### config.mk
export PLATFORM = sky130hd
export DESIGN_NAME = uart_tx_sched
export DESIGN_NICKNAME = d
export VERILOG_FILES = /design/src/rtl/uart_tx_sched_pkg.sv /design/src/rtl/uart_tx_sched_rr_pick.sv /design/src/rtl/uart_tx_sched.sv
export SDC_FILE = /design/constraint.sdc
export NUM_CORES = 1
export LEC_CHECK = 0
export CAP_MARGIN = 0
export CORE_ASPECT_RATIO = 1.25
export CORE_MARGIN = 2
export CORE_UTILIZATION = 38
export DETAILED_ROUTE_END_ITERATION = 10
export PLACE_DENSITY = 0.76
export RECOVER_POWER = 50
export SLEW_MARGIN = 20
export SYNTH_ARGS = -nofsm -noshare
export SYNTH_HDL_FRONTEND = slang
export SYNTH_SLANG_ARGS = --single-unit
### constraint.sdc
create_clock -name clk -period 1.7 [get_ports clk]
set_clock_uncertainty 0.15 [all_clocks]
set_input_delay 0.425 -clock clk [delete_from_list [all_inputs] [get_ports clk]]
set_output_delay 0.425 -clock clk [all_outputs]
set_load 0.01 [all_outputs]
### src/rtl/uart_tx_sched_pkg.sv
// Shared definitions for the UART transmit scheduler: FSM state encoding and
// the busy-wait timeout used when the transmitter never acknowledges a start.
package uart_tx_sched_pkg;

  typedef enum logic [1:0] {
    ST_IDLE    = 2'd0,
    ST_SEND    = 2'd1,
    ST_WAIT_HI = 2'd2,
    ST_WAIT_LO = 2'd3
  } sched_state_t;

  localparam int BUSY_TIMEOUT = 16;
  localparam int TMO_W        = $clog2(BUSY_TIMEOUT);

endpackage

### src/rtl/uart_tx_sched_rr_pick.sv
// Combinational round-robin picker: first set request at or above i_ptr,
// wrapping at NREQ, with an optional override that keeps a locked requester.
module rr_pick #(
  parameter int NREQ  = 4,
  parameter int PTR_W = $clog2(NREQ)
) (
  input  logic [NREQ-1:0]  i_req,
  input  logic [PTR_W-1:0] i_ptr,
  input  logic             i_lockVld,
  input  logic [PTR_W-1:0] i_lockIdx,
  output logic             o_found,
  output logic [PTR_W-1:0] o_idx
);

  // Scan from the farthest slot back to i_ptr so the nearest hit is written last.
  always_comb begin
    o_found = 1'b0;
    o_idx   = '0;
    for (int k = NREQ - 1; k >= 0; k--) begin
      if (i_req[(int'(i_ptr) + k) % NREQ]) begin
        o_found = 1'b1;
        o_idx   = PTR_W'((int'(i_ptr) + k) % NREQ);
      end
    end
    if (i_lockVld && i_req[i_lockIdx]) begin
      o_found = 1'b1;
      o_idx   = i_lockIdx;
    end
  end

endmodule

### src/rtl/uart_tx_sched.sv
// Round-robin scheduler sharing one UART transmitter among NREQ byte sources.
// Define UART_SCHED_LOCK_EN to let a requester hold the grant across bytes via req_lock.
module uart_tx_sched
  import uart_tx_sched_pkg::*;
#(
  parameter int NREQ  = 4,
  parameter int PTR_W = $clog2(NREQ)
) (
  input  logic              clk,
  input  logic              rst_n,
  input  logic              sch_en,
  input  logic [NREQ-1:0]   req,
  input  logic [8*NREQ-1:0] req_dat,
  input  logic [NREQ-1:0]   req_chk,
  input  logic [NREQ-1:0]   req_lock,
  output logic [NREQ-1:0]   ack,
  output logic [NREQ-1:0]   done,
  output logic [PTR_W-1:0]  gnt_idx,
  output logic              tx_send,
  output logic [7:0]        tx_dat,
  output logic              tx_chken,
  input  logic              tx_busy,
  output logic              sch_busy
);

  sched_state_t      r_state;
  logic [PTR_W-1:0]  r_rrPtr;
  logic [PTR_W-1:0]  r_gntIdx;
  logic              r_locked;
  logic [TMO_W-1:0]  r_tmoCnt;
  logic [NREQ-1:0]   r_ack;
  logic [NREQ-1:0]   r_done;
  logic              r_txSend;
  logic [7:0]        r_txDat;
  logic              r_txChken;
  logic              r_schBusy;

  logic              w_found;
  logic [PTR_W-1:0]  w_pickIdx;
  logic              w_lockVld;
  logic              w_holdPtr;
  logic [PTR_W-1:0]  w_nextPtr;
  logic              w_frameEnd;

`ifdef UART_SCHED_LOCK_EN
  assign w_lockVld = r_locked;
  assign w_holdPtr = req_lock[r_gntIdx];
`else
  logic w_unusedLock;
  assign w_unusedLock = ^{req_lock, r_locked};
  assign w_lockVld    = 1'b0;
  assign w_holdPtr    = 1'b0;
`endif

  assign w_nextPtr = (r_gntIdx == PTR_W'(NREQ - 1)) ? '0 : r_gntIdx + 1'b1;

  // A frame ends on busy falling, or when busy never rose within the timeout window.
  assign w_frameEnd = ((r_state == ST_WAIT_HI) && !tx_busy &&
                       (r_tmoCnt == TMO_W'(BUSY_TIMEOUT - 1))) ||
                      ((r_state == ST_WAIT_LO) && !tx_busy);

  rr_pick #(
    .NREQ  (NREQ),
    .PTR_W (PTR_W)
  ) u_pick (
    .i_req     (req),
    .i_ptr     (r_rrPtr),
    .i_lockVld (w_lockVld),
    .i_lockIdx (r_gntIdx),
    .o_found   (w_found),
    .o_idx     (w_pickIdx)
  );

  always_ff @(posedge clk or negedge rst_n) begin
    if (!rst_n) begin
      r_state   <= ST_IDLE;
      r_rrPtr   <= '0;
      r_gntIdx  <= '0;
      r_locked  <= 1'b0;
      r_tmoCnt  <= '0;
      r_ack     <= '0;
      r_done    <= '0;
      r_txSend  <= 1'b0;
      r_txDat   <= '0;
      r_txChken <= 1'b0;
      r_schBusy <= 1'b0;
    end else begin
      r_ack    <= '0;
      r_done   <= '0;
      r_txSend <= 1'b0;
      case (r_state)
        ST_IDLE: begin
          if (sch_en && w_found) begin
            r_gntIdx  <= w_pickIdx;
            r_txDat   <= req_dat[8*w_pickIdx +: 8];
            r_txChken <= req_chk[w_pickIdx];
            r_ack     <= NREQ'(1) << w_pickIdx;
            r_locked  <= 1'b0;
            r_schBusy <= 1'b1;
            r_state   <= ST_SEND;
          end
        end
        ST_SEND: begin
          r_txSend <= 1'b1;
          r_tmoCnt <= '0;
          r_state  <= ST_WAIT_HI;
        end
        ST_WAIT_HI: begin
          if (tx_busy) begin
            r_state <= ST_WAIT_LO;
          end else if (!w_frameEnd) begin
            r_tmoCnt <= r_tmoCnt + 1'b1;
          end
        end
        default: ;
      endcase
      if (w_frameEnd) begin
        r_done    <= NREQ'(1) << r_gntIdx;
        r_rrPtr   <= w_holdPtr ? r_rrPtr : w_nextPtr;
        r_locked  <= w_holdPtr;
        r_schBusy <= 1'b0;
        r_state   <= ST_IDLE;
      end
    end
  end

  assign ack      = r_ack;
  assign done     = r_done;
  assign gnt_idx  = r_gntIdx;
  assign tx_send  = r_txSend;
  assign tx_dat   = r_txDat;
  assign tx_chken = r_txChken;
  assign sch_busy = r_schBusy;

endmodule

==> run summary <==
Syn_nets = 214
CP startpoint kind = flip-flop
Seq cells post-synth = 29
DRT Pass-1 Iters = 4
Layout cells sized above 1 = 33.9%
Top-Level Pins = 69
Clock Tree Root = clkbuf_8
DIE AREA = 0.00479 sq mm
VDD IR max = 881 uV
Worst min-delay path startpoint = sch_busy$_DFFE_PN0P_
Worst Setup SP = r_rrPtr[1]$_DFFE_PN0N_
Outcome = finished, violations left
RSZ-0062 raised after global routing = true
Drt wl/cell = 16.0 microns
Crit. End Element = flip-flop
Grt ovf = 0
Ranking of synthesized cells by area = dfrtp_1, ha_1, mux2i_1
Critical path class = flip-flop to flip-flop
Core Region = 0.00410 sq mm
Power per cell area = 1370 mW/mm^2
Multi-input gate area = 0.00112 sq mm
Die X = 62.3 microns
CTS tree = built
Syn Area/Cell = 10.3 sq um
Post-Syn Area = 0.00162 sq mm
Fillers = 302
Worst r2r src = r_rrPtr[1]$_DFFE_PN0N_
Starting Density = 39.4%
Routed vias/inst = 5.17
Max Cap Violations = 0
GRT Total Usage = 20.6%
Worst skew pair latency = 0.28 ns
R2r setup slk = -0.18 ns
Post-route setup slack = -0.183 ns
Pins Over Slew Limit = 0
Post-synth top area share = 44.9%
TritonCTS Buffers = 5
Final #Nets = 308
Final hold vios = 0
Final setup fails = 15
Post-route ant nets = 0
Failing checks = setup timing
Leak pwr = 1.29 nW
Compound-Gate Fraction of Synth Area = 19.5%
Hold-fix buffers at CTS = 0
Number of diodes = 0
Commonest cells after routing, fill and taps aside = clkdlybuf4s50_1, dfrtp_1, buf_4, dlygate4sd2_1, nor2_1
Height of the die = 76.9 microns
Pin count of the biggest net entering global routing = 30
Crit share post-route = 111%
Worst rel slew slack = 52.1%
Worst Path Required = 1.71 ns
Hold Path Class = flip-flop to flip-flop
Slowest library cell on the worst path = dfrtp_2
Post-synthesis adder-cell area fraction = 6.97%
CTS sink cnt = 29
FMAX = 531 MHz
Post-synthesis mux area share = 6.89%
Synth warn = 0
CP arrival = 1.89 ns
EDFF count, synth = 0
Via count = 1588
Detailed-route wire length = 4910 microns
Commonest non-fill, non-tap cell in the layout = clkdlybuf4s50_1
Initial DRC count = 46
CP max FO = 5
DR DRC count = 0
Post-synth ARST share = 100%
FF/Latch Area = 728 sq um
Number of buffers added on ports = 64
Num rows = 26
Synth cell types = 35
Cells after synthesis = 157
First-pass GRT wire length = 7740 microns
Synth area leader = dfrtp_1
Final Core Density = 71.7%
Critical Path, Cell by Cell = mux2i_4, a21oi_4, buf_6, a21boi_0, a2111oi_4, a211oi_2
Xor-xnor portion of the synthesized cell area = 1.63%
Antenna violations before repair = 0
Critical path's largest stage delay = 0.46 ns
Simple-Gate Fraction of Synth Area = 15.9%
Post-route minimum period = 1.88 ns
Max H-tree Level = 2
Clock transition at path regs = 0.06 ns
Total power = 0.00403 W
Vias in the first global route = 1642
Routability cong. = 0.797
Primary FF master, synth = dfrtp_1
Post-detail-place hpwl = 3280 microns
Worst slew pin tran = 0.719 ns
CTS Buffer Depth = 2
Layout area overhead = 82.0%
Largest family of logic cells by synthesized area = compound AO/OA/AOI/OAI gates
Register area share after synthesis = 44.9%
## metal layers
layer | up-vias | routed length [microns] | part of all wire (%) | GRT usage (%)
li1 | 755 | - | - | -
met1 | 773 | 1900 | 39 | 22.5
met2 | 51 | 2690 | 55 | 38.2
met3 | 9 | 223 | 4.5 | 5.28
met4 | 0 | 99 | 2.0 | 7.11
met5 | - | 0 | 0 | 0
## synthesized netlist by cell type, types with 2 or more instances
master	n
dfrtp_1	29
nor2_1	17
mux2i_1	10
a2111oi_0	9
a211oi_1	9
a21boi_0	9
ha_1	9
nand2_1	9
o21ai_0	7
inv_1	6
a21oi_1	5
and2_1	5
and3_1	3
clkbuf_1	3
xor2_1	3
a32o_1	2
buf_2	2
nor2b_1	2
nor3_1	2
## through the flow
step | worst slack [ns] | std cells | setup TNS (ns) | instance area [sq um] | hold WS [ns]
global placement | -0.666 | 293 | -11.29 | 2550 | 0.343
detailed placement | -0.747 | 293 | -11.69 | 2550 | 0.360
floorplan | -0.116 | 157 | -1.17 | 1670 | -0.0206
CTS | -0.110 | 305 | -0.942 | 2810 | 0.358
finish | -0.183 | 307 | -1.62 | 2940 | 0.370
global route | -0.279 | 307 | -2.84 | 2940 | 0.421
## layout make-up
cell class	instances	area share (%)
Clock buffer	7	2.94
Inverter	6	0.766
Multi-Input combinational cell	115	38.2
Sequential cell	29	24.8
Tap cell	56	2.38
Timing Repair Buffer	94	30.9
## report_power, final
| part | total [W] | internal (W) | switching, W |
|---|---|---|---|
| registers | 0.00112 | 0.000933 | 0.000189 |
| clock network | 0.000571 | 0.000320 | 0.000251 |
| logic | 0.00233 | 0.00119 | 0.00114 |
## repair_timing
| item | CTS | global route |
|---|---|---|
| setup endpoints to repair | 38 | 22 |
| setup buffers | 2 | 2 |
| cloned | 3 | 0 |
| pin swaps | 6 | 11 |
| resized for setup | 62 | 26 |
## cell families (layout without fill, tap and decap cells)
kind of cell    Yosys count  count (layout)
fa+ha+maj                 9               9
compound gates           44              44
flops                    29              29
mux                      11              11
simple gates             47              48
xor+xnor                  3               3
buf+inv                  14             107
## registers in the layout (all words and copies together), names as in the netlist
| register | flops |
|---|---|
| tx_send | 1 |
| r_rrPtr | 2 |
| tx_dat | 8 |
| sch_busy | 1 |
| done | 4 |
| tx_chken | 1 |
| gnt_idx | 2 |
| r_state | 2 |
| ack | 4 |
| r_tmoCnt | 4 |
## final timing paths
| path | endpoint | cells after the start |
|---|---|---|
| setup / recovery | tx_dat[3]$_DFFE_PN0P_ | 6 |
| hold / removal | sch_busy$_DFFE_PN0P_ | 2 |
| setup reg to reg | tx_dat[3]$_DFFE_PN0P_ | 6 |
| hold reg to reg | sch_busy$_DFFE_PN0P_ | 2 |
| max in group asynchronous | r_rrPtr[1]$_DFFE_PN0N_ | 2 |
| min in group asynchronous | done[1]$_DFF_PN0_ | 2 |
## worst max-delay path: cells and delay by family, from the launching register on
kind                   cells  cell delay [ns]
DFF                        1             0.46
muxes                      1             0.21
AOI/OAI and AO/OA          4             0.78
buffers and inverters      1             0.15
No activity file was read; power rests on OpenSTA's default activity.
==> RTL edit (same settings) <==
`NREQ` is set to 4 in 2 places; all go to 2.
--- a/src/rtl/uart_tx_sched_rr_pick.sv
+++ b/src/rtl/uart_tx_sched_rr_pick.sv
@@ -1,7 +1,7 @@
 // Combinational round-robin picker: first set request at or above i_ptr,
 // wrapping at NREQ, with an optional override that keeps a locked requester.
 module rr_pick #(
-  parameter int NREQ  = 4,
+  parameter int NREQ  = 2,
   parameter int PTR_W = $clog2(NREQ)
 ) (
   input  logic [NREQ-1:0]  i_req,
--- a/src/rtl/uart_tx_sched.sv
+++ b/src/rtl/uart_tx_sched.sv
@@ -3,7 +3,7 @@
 module uart_tx_sched
   import uart_tx_sched_pkg::*;
 #(
-  parameter int NREQ  = 4,
+  parameter int NREQ  = 2,
   parameter int PTR_W = $clog2(NREQ)
 ) (
   input  logic              clk,
Ports: changed (7 resized); port bits go from 69 to 42. The function was not compared with the original's and may differ.
==> RTL edit against the original RTL <==
  * The run still ends with negative setup slack left
  * Power fell by 40%
  * Global-route usage fell by 2.7 points
  * Setup slack improved by 95 ps
  * Sequential cell count fell by 6
  * Area after synthesis fell by 27%
  * Count of clock-buffer cells in the layout fell by 3
  * Combinational power fell by 45%
  * Design area fell by 39%
  * First-iteration DRC count fell by 33%
  * Die area fell by 26%
  * Fmax rose by 5.3%
  * Wire length fell by 40%
  * Largest cell class unchanged
  * Largest power group unchanged
==> RTL edit: results (changes against the original RTL) <==
Worst-Margin Slew 580.8 ps (-138.3 ps); multi-input combinational area share 0.3477 (-0.03416); CTS H-Tree Depth 1 (-1); sequential share of the synthesized area 0.4899 (+0.04062); Worst VDD drop 0.0006983 V (-21%); critical-path maximum fanout 6 (+1); GRT Util Overall 0.1788 (-0.02682); clock-pin slew on the worst setup and hold paths 120 ps (+60 ps); Critical Path AT 1830 ps (-60 ps); status complete, but fails checks; dpl ws -413.3 ps (+333.6 ps); Clock-cell share 0.01460 (-0.01477); final setup fails 6 (-9); CTS Buf Count 3 (-2); DPL Wire Length 2.168 mm (-34%); Finished Layout Cells 210 (-32%); failing checks negative setup slack; IO buf count 39 (-39%); Layout non-clock buf frac 0.2796 (-0.02994); M1 GR Usage 0.2000 (-0.02523); Met2 Wirelength 1.556 mm (-42%); vias in the first global route 1134 (-31%); Leakage 0.7811 nW (-40%); CTS resizes 25 (-60%); # placed instances 203 (-31%); DR WL met3 175 um (-22%); syn_area_per_cell 9.791 um^2 (-4.8%); first-pass GRT wire length 4.774 mm (-38%); setup ws final -88.09 ps (+95.31 ps); Multi-In Gates 85 (-26%); Mapped Nets 151 (-29%); Synth cell types 32 (-8.6%); cells on worst reg2reg path 4 (-2); DRT iter0 DRCs 31 (-33%); Non-clk bufs 56 (-40%); met1 WL 1.198 mm (-37%)
==> RTL edit: report_power, final <==
group,internal [mW],switching [mW]
clock,0.0916,0.163
sequential,0.761,0.139
combinational,0.663,0.610
total,1.52,0.912
==> RTL edit: worst max-delay path by stage <==
stage                          start     endpoint  slack (ps)
final                     r_state[1]  r_tmoCnt[2]         -90
after global routing      r_state[0]  r_tmoCnt[2]        -150
after CTS                 r_state[0]  r_tmoCnt[3]         -90
after detailed placement     tx_busy  r_tmoCnt[3]        -410
after global placement       tx_busy  r_tmoCnt[3]        -300
after floorplan           r_state[0]  r_tmoCnt[3]        -110
==> RTL edit: cells by family (layout without fill, tap and decap cells) <==
group,count (synthesis),after routing,share of synthesized area
muxes,1,1,0.008520
buffers and inverters,12,66,0.04259
DFF,23,23,0.4899
and+or+nand+nor,42,42,0.2024
adders and majority gates,5,5,0.05325
AOI/OAI and AO/OA,37,37,0.2034
